===== config.mk =====
export PLATFORM = sky130hd
export DESIGN_NAME = rom_fetch
export DESIGN_NICKNAME = d
export VERILOG_FILES = /design/src/rtl/rom_fetch.sv
export SDC_FILE = /design/constraint.sdc
export NUM_CORES = 1
export LEC_CHECK = 0
export ABC_AREA = 0
export CAP_MARGIN = 15
export CORE_MARGIN = 2
export CORE_UTILIZATION = 28
export DETAILED_ROUTE_END_ITERATION = 12
export PLACE_DENSITY_LB_ADDON = 0.15
export SETUP_SLACK_MARGIN = 0.05
export SLEW_MARGIN = 15
export SYNTH_ARGS = -nofsm -noshare
export SYNTH_HDL_FRONTEND = slang
export SYNTH_SLANG_ARGS = --single-unit

===== constraint.sdc =====
create_clock -name clk -period 2.25 [get_ports clk]
set_input_delay 0.5625 -clock clk [delete_from_list [all_inputs] [get_ports clk]]
set_output_delay 0.5625 -clock clk [all_outputs]
set_load 0.01 [all_outputs]

===== src/rtl/rom_fetch.sv =====
// Sequential fetch engine feeding a synchronous ROM: issues addresses, captures read data
// one cycle later and streams {data, address} through a small FIFO. Trace: ROM_FETCH_TRACE_EN.
module rom_fetch #(
  parameter int DATA_WIDTH = 8,
  parameter int DATA_SIZE  = 1,
  parameter int ADDR_WIDTH = 8,
  parameter int FIFO_DEPTH = 2
) (
  input  logic                            clk,
  input  logic                            rst_n,
  input  logic                            start,
  input  logic [ADDR_WIDTH-1:0]           start_addr,
  input  logic                            halt,
  output logic [ADDR_WIDTH-1:0]           rom_addr,
  input  logic [DATA_SIZE*DATA_WIDTH-1:0] rom_data,
  output logic                            out_valid,
  output logic [DATA_SIZE*DATA_WIDTH-1:0] out_data,
  output logic [ADDR_WIDTH-1:0]           out_addr,
  input  logic                            out_ready,
  output logic                            busy
);

  localparam int WORD_W = DATA_SIZE * DATA_WIDTH;
  localparam int PTR_W  = (FIFO_DEPTH > 1) ? $clog2(FIFO_DEPTH) : 1;
  localparam int CNT_W  = $clog2(FIFO_DEPTH + 1) + 1;

  typedef enum logic [1:0] {
    IDLE  = 2'd0,
    RUN   = 2'd1,
    DRAIN = 2'd2
  } state_t;

  state_t                  state_r;
  state_t                  state_nx_s;
  logic [ADDR_WIDTH-1:0]   pc_r;
  logic [ADDR_WIDTH-1:0]   iss_addr_r;
  logic                    inflight_r;
  logic [WORD_W-1:0]       mem_data_r [FIFO_DEPTH];
  logic [ADDR_WIDTH-1:0]   mem_addr_r [FIFO_DEPTH];
  logic [PTR_W-1:0]        wr_ptr_r;
  logic [PTR_W-1:0]        rd_ptr_r;
  logic [CNT_W-1:0]        count_r;
  logic                    issue_s;
  logic                    push_s;
  logic                    pop_s;
  logic                    credit_ok_s;

  function automatic logic [PTR_W-1:0] ptr_inc(input logic [PTR_W-1:0] p);
    if (p == PTR_W'(FIFO_DEPTH - 1)) begin
      return {PTR_W{1'b0}};
    end else begin
      return p + PTR_W'(1);
    end
  endfunction

  assign out_valid = (count_r != {CNT_W{1'b0}});
  assign out_data  = out_valid ? mem_data_r[rd_ptr_r] : {WORD_W{1'b0}};
  assign out_addr  = out_valid ? mem_addr_r[rd_ptr_r] : {ADDR_WIDTH{1'b0}};
  assign rom_addr  = pc_r;
  assign busy      = (state_r != IDLE);
  assign pop_s     = out_valid & out_ready;
  // A start flushes the FIFO, so a word returning in that same cycle is dropped.
  assign push_s    = inflight_r & ~start;
  assign credit_ok_s = (count_r + CNT_W'(inflight_r)) < (CNT_W'(FIFO_DEPTH) + CNT_W'(pop_s));

  // Next-state and issue decision
  always_comb begin
    state_nx_s = state_r;
    issue_s    = 1'b0;
    case (state_r)
      IDLE: begin
        if (start) state_nx_s = RUN;
        else       state_nx_s = IDLE;
      end
      RUN: begin
        issue_s = ~start & credit_ok_s;
        if (start)     state_nx_s = RUN;
        else if (halt) state_nx_s = DRAIN;
        else           state_nx_s = RUN;
      end
      DRAIN: begin
        if (start)                                                state_nx_s = RUN;
        else if (!inflight_r && count_r == {CNT_W{1'b0}})          state_nx_s = IDLE;
        else                                                      state_nx_s = DRAIN;
      end
      default: begin
        state_nx_s = IDLE;
      end
    endcase
  end

  // State, program counter and in-flight read tracking
  always_ff @(posedge clk or negedge rst_n) begin
    if (!rst_n) begin
      state_r    <= IDLE;
      pc_r       <= {ADDR_WIDTH{1'b0}};
      iss_addr_r <= {ADDR_WIDTH{1'b0}};
      inflight_r <= 1'b0;
    end else begin
      state_r    <= state_nx_s;
      inflight_r <= issue_s;
      if (start) begin
        pc_r <= start_addr;
      end else if (issue_s) begin
        pc_r       <= pc_r + ADDR_WIDTH'(DATA_SIZE);
        iss_addr_r <= pc_r;
      end
    end
  end

  // Output FIFO: capture returning words, release on handshake, flush on start
  always_ff @(posedge clk or negedge rst_n) begin
    if (!rst_n) begin
      wr_ptr_r <= {PTR_W{1'b0}};
      rd_ptr_r <= {PTR_W{1'b0}};
      count_r  <= {CNT_W{1'b0}};
      for (int i = 0; i < FIFO_DEPTH; i++) begin
        mem_data_r[i] <= {WORD_W{1'b0}};
        mem_addr_r[i] <= {ADDR_WIDTH{1'b0}};
      end
    end else if (start) begin
      wr_ptr_r <= {PTR_W{1'b0}};
      rd_ptr_r <= {PTR_W{1'b0}};
      count_r  <= {CNT_W{1'b0}};
    end else begin
      if (push_s) begin
        mem_data_r[wr_ptr_r] <= rom_data;
        mem_addr_r[wr_ptr_r] <= iss_addr_r;
        wr_ptr_r             <= ptr_inc(wr_ptr_r);
      end
      if (pop_s) begin
        rd_ptr_r <= ptr_inc(rd_ptr_r);
      end
      count_r <= count_r + CNT_W'(push_s) - CNT_W'(pop_s);
    end
  end

`ifdef ROM_FETCH_TRACE_EN
  // Simulation trace of accepted words, starts and returns to idle
  always_ff @(posedge clk) begin
    if (rst_n) begin
      if (pop_s) $display("FETCH[%h]=%h", out_addr, out_data);
      if (start) $display("rom_fetch start addr=%h", start_addr);
      if (state_r != IDLE && state_nx_s == IDLE) $display("rom_fetch idle");
    end
  end
`else
`endif

endmodule

# Yosys cells after proc, flatten, opt, wreduce, memory -nomap -nowiden
# Index checks and enable logic that the tools add are counted.
dict set report totals {
  out_inout_bits 26
  inputBits 21
  ff_bits 56
  word_cells 70
}
dict set report op_classes {
  n_bitwise 6
  n_lt_le_gt_ge 4
  n_eq_ne 2
  n_mux 28
  add_sub_neg 7
  n_reduce_logical 12
}
# op n
set ops {}
lappend ops {{$mux 8} 11}
lappend ops {{$bwmux 16} 2}
lappend ops {{$add 8x1->8 const B} 1}
lappend ops {{$demux 8 s1} 1}
lappend ops {{$mux 1} 8}
lappend ops {{$mux 2} 4}
lappend ops {{$reduce_bool 2->1} 4}
lappend ops {{$add 3x1->3} 2}
lappend ops {{$pmux 2 s3} 1}
lappend ops {{$ge 2x2->1 const B} 2}
lappend ops {{$not 1->2} 2}
lappend ops {{$reduce_and 2->1} 2}
lappend ops {{$add 2x1->3 const A} 1}
lappend ops {{$and 1x1->1} 3}
lappend ops {{$logic_not 3->1} 1}
lappend ops {{$lt 3x3->1} 1}
lappend ops {{$mux 3} 1}
lappend ops {{$reduce_bool 3->1} 1}
lappend ops {{$sub 3x1->3} 1}
lappend ops {{$add 1x1->1 const B} 2}
lappend ops {{$eq 2x1->1 const B} 1}
lappend ops {{$eq 2x2->1 const B} 1}
lappend ops {{$logic_and 1x1->1} 2}
lappend ops {{$logic_not 2->1} 1}
lappend ops {{other kinds (3)} 3}

# Depth between registers and ports, before layout
# Gate-level depths: netlist of the first run.
dict set report depth {
  depth_word 8
  depth_mapped 11
  ltp_nobuf 10
}

# Worst setup path before layout of the first run
# No wires, ideal clock.
dict set report synth_timing {
  path_kind {register to register}
  from {register count_r[1]}
  to {register count_r[2]}
  path_stages_with_launch 12
  required_time_ps 2118
  arrival_ps 2151
  synth_period_minus_slack_ps 2283
  path_buffers 1
  setup_slack_ps -33
  setup_ps 132
  path_cell_list {dfrtp_1 > nor3_1 > buf_2 > inv_1 > and2_1 > ha_1 > inv_1 > ha_1 > inv_1 > fa_1 > xnor2_1 > nor2_1}
}
dict set report synth_between {
  elab_chain_cells 4
  elab_cells_between_ends 5
  cone_classes {add/sub: 2; mux: 1; bitwise: 1; reduce/logical: 1}
}
# item line_no
set synth_lines {}
lappend synth_lines {{start, declared} 42} ;# logic [CNT_W-1:0] count_r;
lappend synth_lines {{start signal, assigned} 116} ;# count_r <= {CNT_W{1'b0}};
lappend synth_lines {{start signal, assigned} 124} ;# count_r <= {CNT_W{1'b0}};
lappend synth_lines {{start signal, assigned} 134} ;# count_r <= count_r + CNT_W'(push_s) - CNT_W'(pop_s);
lappend synth_lines {{$reduce_bool 3->1} 56} ;# assign out_valid = (count_r != {CNT_W{1'b0}});
lappend synth_lines {{via out_valid} 16} ;# output logic out_valid,
lappend synth_lines {{$and 1x1->1} 61} ;# assign pop_s = out_valid & out_ready;
lappend synth_lines {{$sub 3x1->3} 134}
lappend synth_lines {{$mux 3} 121} ;# end else if (start) begin
# The timed path passes the listed nets, and every way through them passes these cells.
# A chain may end at the register's enable or synchronous reset.

# Final worst setup path of the first run
dict set report layout_timing {
  from {register count_r[1]}
  to {output port out_data[0]}
}
dict set report layout_between {
  elab_chain_cells 2
}
# item line_no
set layout_lines {}
lappend layout_lines {{$reduce_bool 3->1} 56}
lappend layout_lines {{$mux 8} 57} ;# assign out_data = out_valid ? mem_data_r[rd_ptr_r] : {WORD_W{1'b0}};
lappend layout_lines {{end, declared} 17} ;# output logic [DATA_SIZE*DATA_WIDTH-1:0] out_data,
# No other way between the ends.

==> impl_metrics.yaml, run 1 <==
die:
  fp.dieH_um: 103
  die_width_um: 103
  dieArea_um2: 10600
  initial_core_util: 0.283
  io_pins: 47
  fp.coreArea_um2: 9640
  rows: 36
place:
  place_inst: 408
  gp_congestion: 0.740
  io_buffer_count: 46
  placed_area_um2: 3470
  dp_slack_ns: -0.158
  hpwlAfterDp_mm: 4.04
cts:
  clkLatencyLatePin_ns: 0.30
  ctsHoldBuffers: 0
  cts_buffers: 5
  cts_root_buffer: "clkbuf_8"
  clock_sinks: 56
  clockBufferDepth: 2
  h-tree-depth: 2
  clk_pin_slew_ns: 0.10
  cts_tree: "yes"
synthesis:
  syn-num-nets: 251
  synth_edf_count: 0
  syn_inst: 224
  synth_cell_types: 45
  post-synth-top-area-cell: "dfrtp_1"
  yosysSeqAreaShare: 0.513
  yosysWarnings: 0
  synth_top_cell_area_share: 0.513
  synth_area_leaders: "dfrtp_1 51%, mux2_2 16%, mux2i_1 5.9%"
  async_reset_ff_frac: 1.00
  synth-seq-cells: 56
  avgSynthCellArea_um2: 12.2
  ys.flop_type: "dfrtp_1"
  syn_area_um2: 2730
power:
  switching_power_mw: 1.58
  p_leak_nw: 1.68
  p_int_mw: 3.07
  power.share.clock: 0.165
  worst_ir_drop_vdd_v: 0.000331
  seqPwrFrac: 0.364
  p_per_area_nw_per_um2: 1240
  swShare: 0.340
  comb_power_share: 0.471
routing:
  via_per_inst: 4.48
  drt-pass1-iter-count: 3
  wirelength_mm: 6.29
  vias: 1915
  drcViolationCount: 0
  antenna_left: 0
  wl_per_cell_um: 14.7
  met2_length_mm: 3.19
  drt-met1-wl_mm: 2.83
  dr_wl_met3_um: 172
  highest_layer: "met4"
  drt_iter0_markers: 56
sta:
  worst_slack_ns: 0.0927
  slew_violations: 0
  fin_skew_ns: 0.0110
  tightest_slew_ns: 0.388
  final.period_utilization: 0.959
  finalCriticalPeriod_ns: 2.16
  max_freq_mhz: 464
  setup_viol: 0
  max_slew_margin: 0.740
  hold_viol_final: 0
  rsz0062_at_grt: "true"
global_routing:
  antenna_found_initial: 0
  grt-ovfl-total: 0
  grt_max_degree: 57
  grt_pass1_vias: 1923
  grtUsageTotal: 0.129
  grt_pass1_wl_mm: 10.3
final_layout:
  final_nets: 321
  multi_input_area_um2: 1340
  antennaDiodeCount: 0
  regArea_um2: 1400
  n_fill_cell: 984
  stdcell_count: 427
  post-route-util: 0.389
  final_area_um2: 3750
  drive_gt1_frac: 0.330
  syn2layout_area_growth_pct: 37.4
critical_path:
  path_delay_family: "buffers and inverters"
  slowest_stage: "dfrtp_2"
  crit_arrival_ns: 1.59
  end_kind: "output port"
  worst_setup_path_start_kind: "flop"
  critPathBufInv: 3
  crit_chain: "nor3_4 > buf_6 > buf_4 > nor2_1 > dlygate4sd2_1"
  cp_max_fo: 4
  cp_slowest_stage_delay_ns: 0.45
  critPathKind: "flop to output port"
  worst_ep_required_time_ns: 1.69
job:
  maxCapViolations: 0
worst_hold_path:
  min_path_type: "input pin to asynchronous set/reset pin"
status:
  status: "finished clean"
==> logic make-up (layout without fill, tap and decap cells) <==
logic type,after synthesis,after routing,synth area share
AO/OA/AOI/OAI,22,22,0.0655
XOR/XNOR,5,5,0.0160
adder cells (fa/ha/maj),6,6,0.0302
buffers and inverters,15,84,0.0229
flip-flops,56,56,0.513
multiplexers,56,56,0.224
AND/OR/NAND/NOR,64,65,0.128
==> worst reg2reg max path, delay by kind of cell, from the launching register on <==
family	cells	cell delay [ns]
adders and majority gates	3	0.71
and+or+nand+nor	3	0.51
DFF	1	0.45
buffers and inverters	4	0.26
xor gates and xnor gates	1	0.14
==> area by class of cell <==
| type | count | area share |
|---|---|---|
| clock inverter | 2 | 0.0160 |
| clock buffer | 5 | 0.0183 |
| sequential | 56 | 0.374 |
| timing repair buffer | 71 | 0.185 |
| tap | 133 | 0.0443 |
| multi-input combinational | 154 | 0.356 |
| inverter | 6 | 0.00600 |
==> power by group through the flow <==
stage / clock network (mW) / logic [mW] / registers (mW)
6_report: 0.766 / 2.19 / 1.69
3_3_place_gp: 0 / 1.96 / 1.71
5_1_grt: 0.822 / 2.41 / 1.75
4_1_cts: 0.788 / 2.10 / 1.69
2_1_floorplan: 0 / 1.18 / 1.64
3_5_place_dp: 0 / 1.99 / 1.72
==> per-stage QoR <==
step / power (mW) / setup TNS (ns) / hold slack [ns]
after global placement: 3.67 / -0.191 / 0.483
after CTS: 4.58 / 0 / 0.248
after global routing: 4.99 / 0 / 0.254
after floorplan: 2.81 / 0 / 0.267
final: 4.64 / 0 / 0.232
after detailed placement: 3.71 / -0.555 / 0.485
==> cells in the mapped netlist, types with 2 or more instances <==
master,instances
dfrtp_1,56
mux2_2,40
nor2_1,22
mux2i_1,16
nand2_1,8
inv_1,6
buf_2,5
ha_1,5
nand3_1,4
nor2b_1,4
o211ai_1,4
o21ai_0,4
a21oi_1,3
clkbuf_1,3
nand2b_1,3
nand4_1,3
nor3_1,3
xnor2_1,3
a31oi_1,2
and2_1,2
nand2b_4,2
or2_2,2
xor2_1,2
==> cell usage in the layout, fill, tap and decap left out, types with 4 or more instances in the layout <==
| cell | n |
|---|---|
| nor2b_1 | 4 |
| dfrtp_1 | 54 |
| nor2_1 | 22 |
| o21ai_0 | 4 |
| buf_4 | 17 |
| clkdlybuf4s50_1 | 28 |
| mux2i_1 | 15 |
| o211ai_1 | 4 |
| nand3_1 | 4 |
| buf_12 | 4 |
| mux2_2 | 40 |
| nand2_1 | 8 |
| dlygate4sd2_1 | 15 |
| clkbuf_8 | 5 |
==> worst paths after layout <==
path,start,end,slack [ns],depth (start not counted)
max,count_r[1],out_data[0],0.09,5
min reg2reg,state_r[1],state_r[0],0.49,1
max in group asynchronous,rst_n,mem_data_r[11],1.75,2
max reg2reg,count_r[1],count_r[2],0.10,11
min,rst_n,rom_addr[6],0.23,2
min in group clk,state_r[1],state_r[0],0.49,1
==> state kept, by name, summed over array words and instances (netlist names) <==
name        cells
count_r         3
inflight_r      1
iss_addr_r      8
mem_addr_r     16
mem_data_r     16
rd_ptr_r        1
rom_addr        8
state_r         2
wr_ptr_r        1
==> routing by layer <==
metal / up-vias / GRT usage
li1: 935 / -
met2: 27 / 0.216
met3: 8 / 0.0224
met4: 0 / 0.0435
met5: - / 0
met1: 945 / 0.170
==> timing repair <==
| action | CTS | global route |
|---|---|---|
| gates resized for setup | 24 | 16 |
| endpoints found under the hold margin | 0 | 0 |
| cloned | 2 | 1 |
| pin swaps | 1 | 7 |
| endpoints found under the setup margin | 16 | 16 |
| buffers inserted | 7 | 2 |
(Power assumes the default switching activity.)
==> inputs of run 2 (changes only) <==
CAP_MARGIN = 20   (was 15)
CORE_UTILIZATION = 47   (was 28)
==> impl_metrics.yaml, run 2 (synthesized netlist as in run 1, its figures left out) <==
status:
  status: "finished clean"
cts:
  cts_tree: "yes"
  clock_sinks: 56
  ctsHoldBuffers: 0
  clk_pin_slew_ns: 0.10
  clockBufferDepth: 2
  cts_buffers: 5
  cts_root_buffer: "clkbuf_8"
  h-tree-depth: 2
  clkLatencyLatePin_ns: 0.30
critical_path:
  critPathKind: "flop to output port"
  crit_arrival_ns: 1.58
  worst_setup_path_start_kind: "flop"
  worst_ep_required_time_ns: 1.69
  reg2reg_slack_ns: 0.13
  end_kind: "output port"
  cp_max_fo: 7
sta:
  hold_viol_final: 0
  max_slew_margin: 0.742
  max_freq_mhz: 466
  finalCriticalPeriod_ns: 2.14
  final.period_utilization: 0.953
  tightest_slew_ns: 0.385
  setup_viol: 0
  setup-tns-final_ns: 0
  worst_slack_ns: 0.105
  slew_violations: 0
  fin_skew_ns: 0.00505
  rsz0062_at_grt: "true"
  timing.hold.ws_ns: 0.234
power:
  worst_ir_drop_vdd_v: 0.000649
  p_per_area_nw_per_um2: 1200
  p_total_mw: 4.29
  p_leak_nw: 1.61
final_layout:
  antennaDiodeCount: 0
  top_regs: "mem_addr_r (16), mem_data_r (16)"
  syn2layout_area_growth_pct: 30.8
  drive_gt1_frac: 0.318
  final_nets: 318
  final_common_cell: "dfrtp_1"
  most-common-layout-cells: "54 x dfrtp_1, 40 x mux2_2, 28 x clkdlybuf4s50_1, 22 x nor2_1"
  post-route-util: 0.641
routing:
  wirelength_mm: 5.33
  antenna_left: 0
  drt_iter0_markers: 63
  wl_per_cell_um: 14.7
  drcViolationCount: 0
  vias: 1921
  via_per_inst: 5.28
  drt-pass1-iter-count: 4
global_routing:
  grtUsageTotal: 0.179
  grt_pass1_wl_mm: 8.96
  grt-ovfl-total: 0
  antenna_found_initial: 0
  grt_pass1_vias: 1908
  grt_max_degree: 57
worst_hold_path:
  min_path_type: "input pin to asynchronous set/reset pin"
place:
  hpwlAfterDp_mm: 3.47
  dp_slack_ns: -0.104
  gp_congestion: 0.748
  io_buffer_count: 46
job:
  maxCapViolations: 0
die:
  io_pins: 47
  rows: 27
  fp.dieH_um: 80.2
  initial_core_util: 0.490
  fp.coreArea_um2: 5570
  die_width_um: 80.2
  dieArea_um2: 6430
run 2: final timing paths:
| path | start | end | depth (start not counted) |
|---|---|---|---|
| max reg2reg | count_r[0] | count_r[1] | 10 |
| min reg2reg | state_r[1] | state_r[0] | 1 |
| min in group clk | state_r[1] | state_r[0] | 1 |
| max | count_r[0] | out_data[6] | 6 |
| max in group asynchronous | rst_n | mem_data_r[12] | 2 |
| min | rst_n | rom_addr[5] | 2 |
run 2: routing by layer:
layer	track usage	wire (µm)	up-vias
met5	0	0	-
met4	0.0610	48	0
met3	0.0292	132	4
met2	0.300	2630	28
met1	0.236	2520	951
li1	-	-	938
run 2: timing repair:
action / 4_1_cts / 5_1_grt
setup buffers: 7 / 3
pin swaps: 1 / 3
resized for setup: 26 / 11
endpoints found under the setup margin: 16 / 11
cloned: 1 / 1
run 2: through the flow:
stage,instances,area [µm²]
2_1_floorplan,224,2740
3_3_place_gp,344,3360
3_5_place_dp,344,3360
4_1_cts,360,3520
5_1_grt,364,3570
6_report,364,3570
run 2: cell type report:
class	count	area, µm²
clock buffer	6	82.6
clock inverter	2	15.0
fill	468	2000
inverter	6	22.5
multi-input combinational	154	1320
sequential	56	1400
tap	72	90.1
timing repair buffer	68	642
run 2: critical path: stages, from the launching register on:
cell	delay, ns
dfrtp_2	0.44
nor3_4	0.24
buf_6	0.13
buf_6	0.11
buf_4	0.10
nor2_1	0.03
clkdlybuf4s15_1	0.22
run 2: power by group:
| part | switching (mW) | internal, mW |
|---|---|---|
| registers | 0.283 | 1.40 |
| logic | 0.894 | 1.14 |
| clock network | 0.317 | 0.250 |
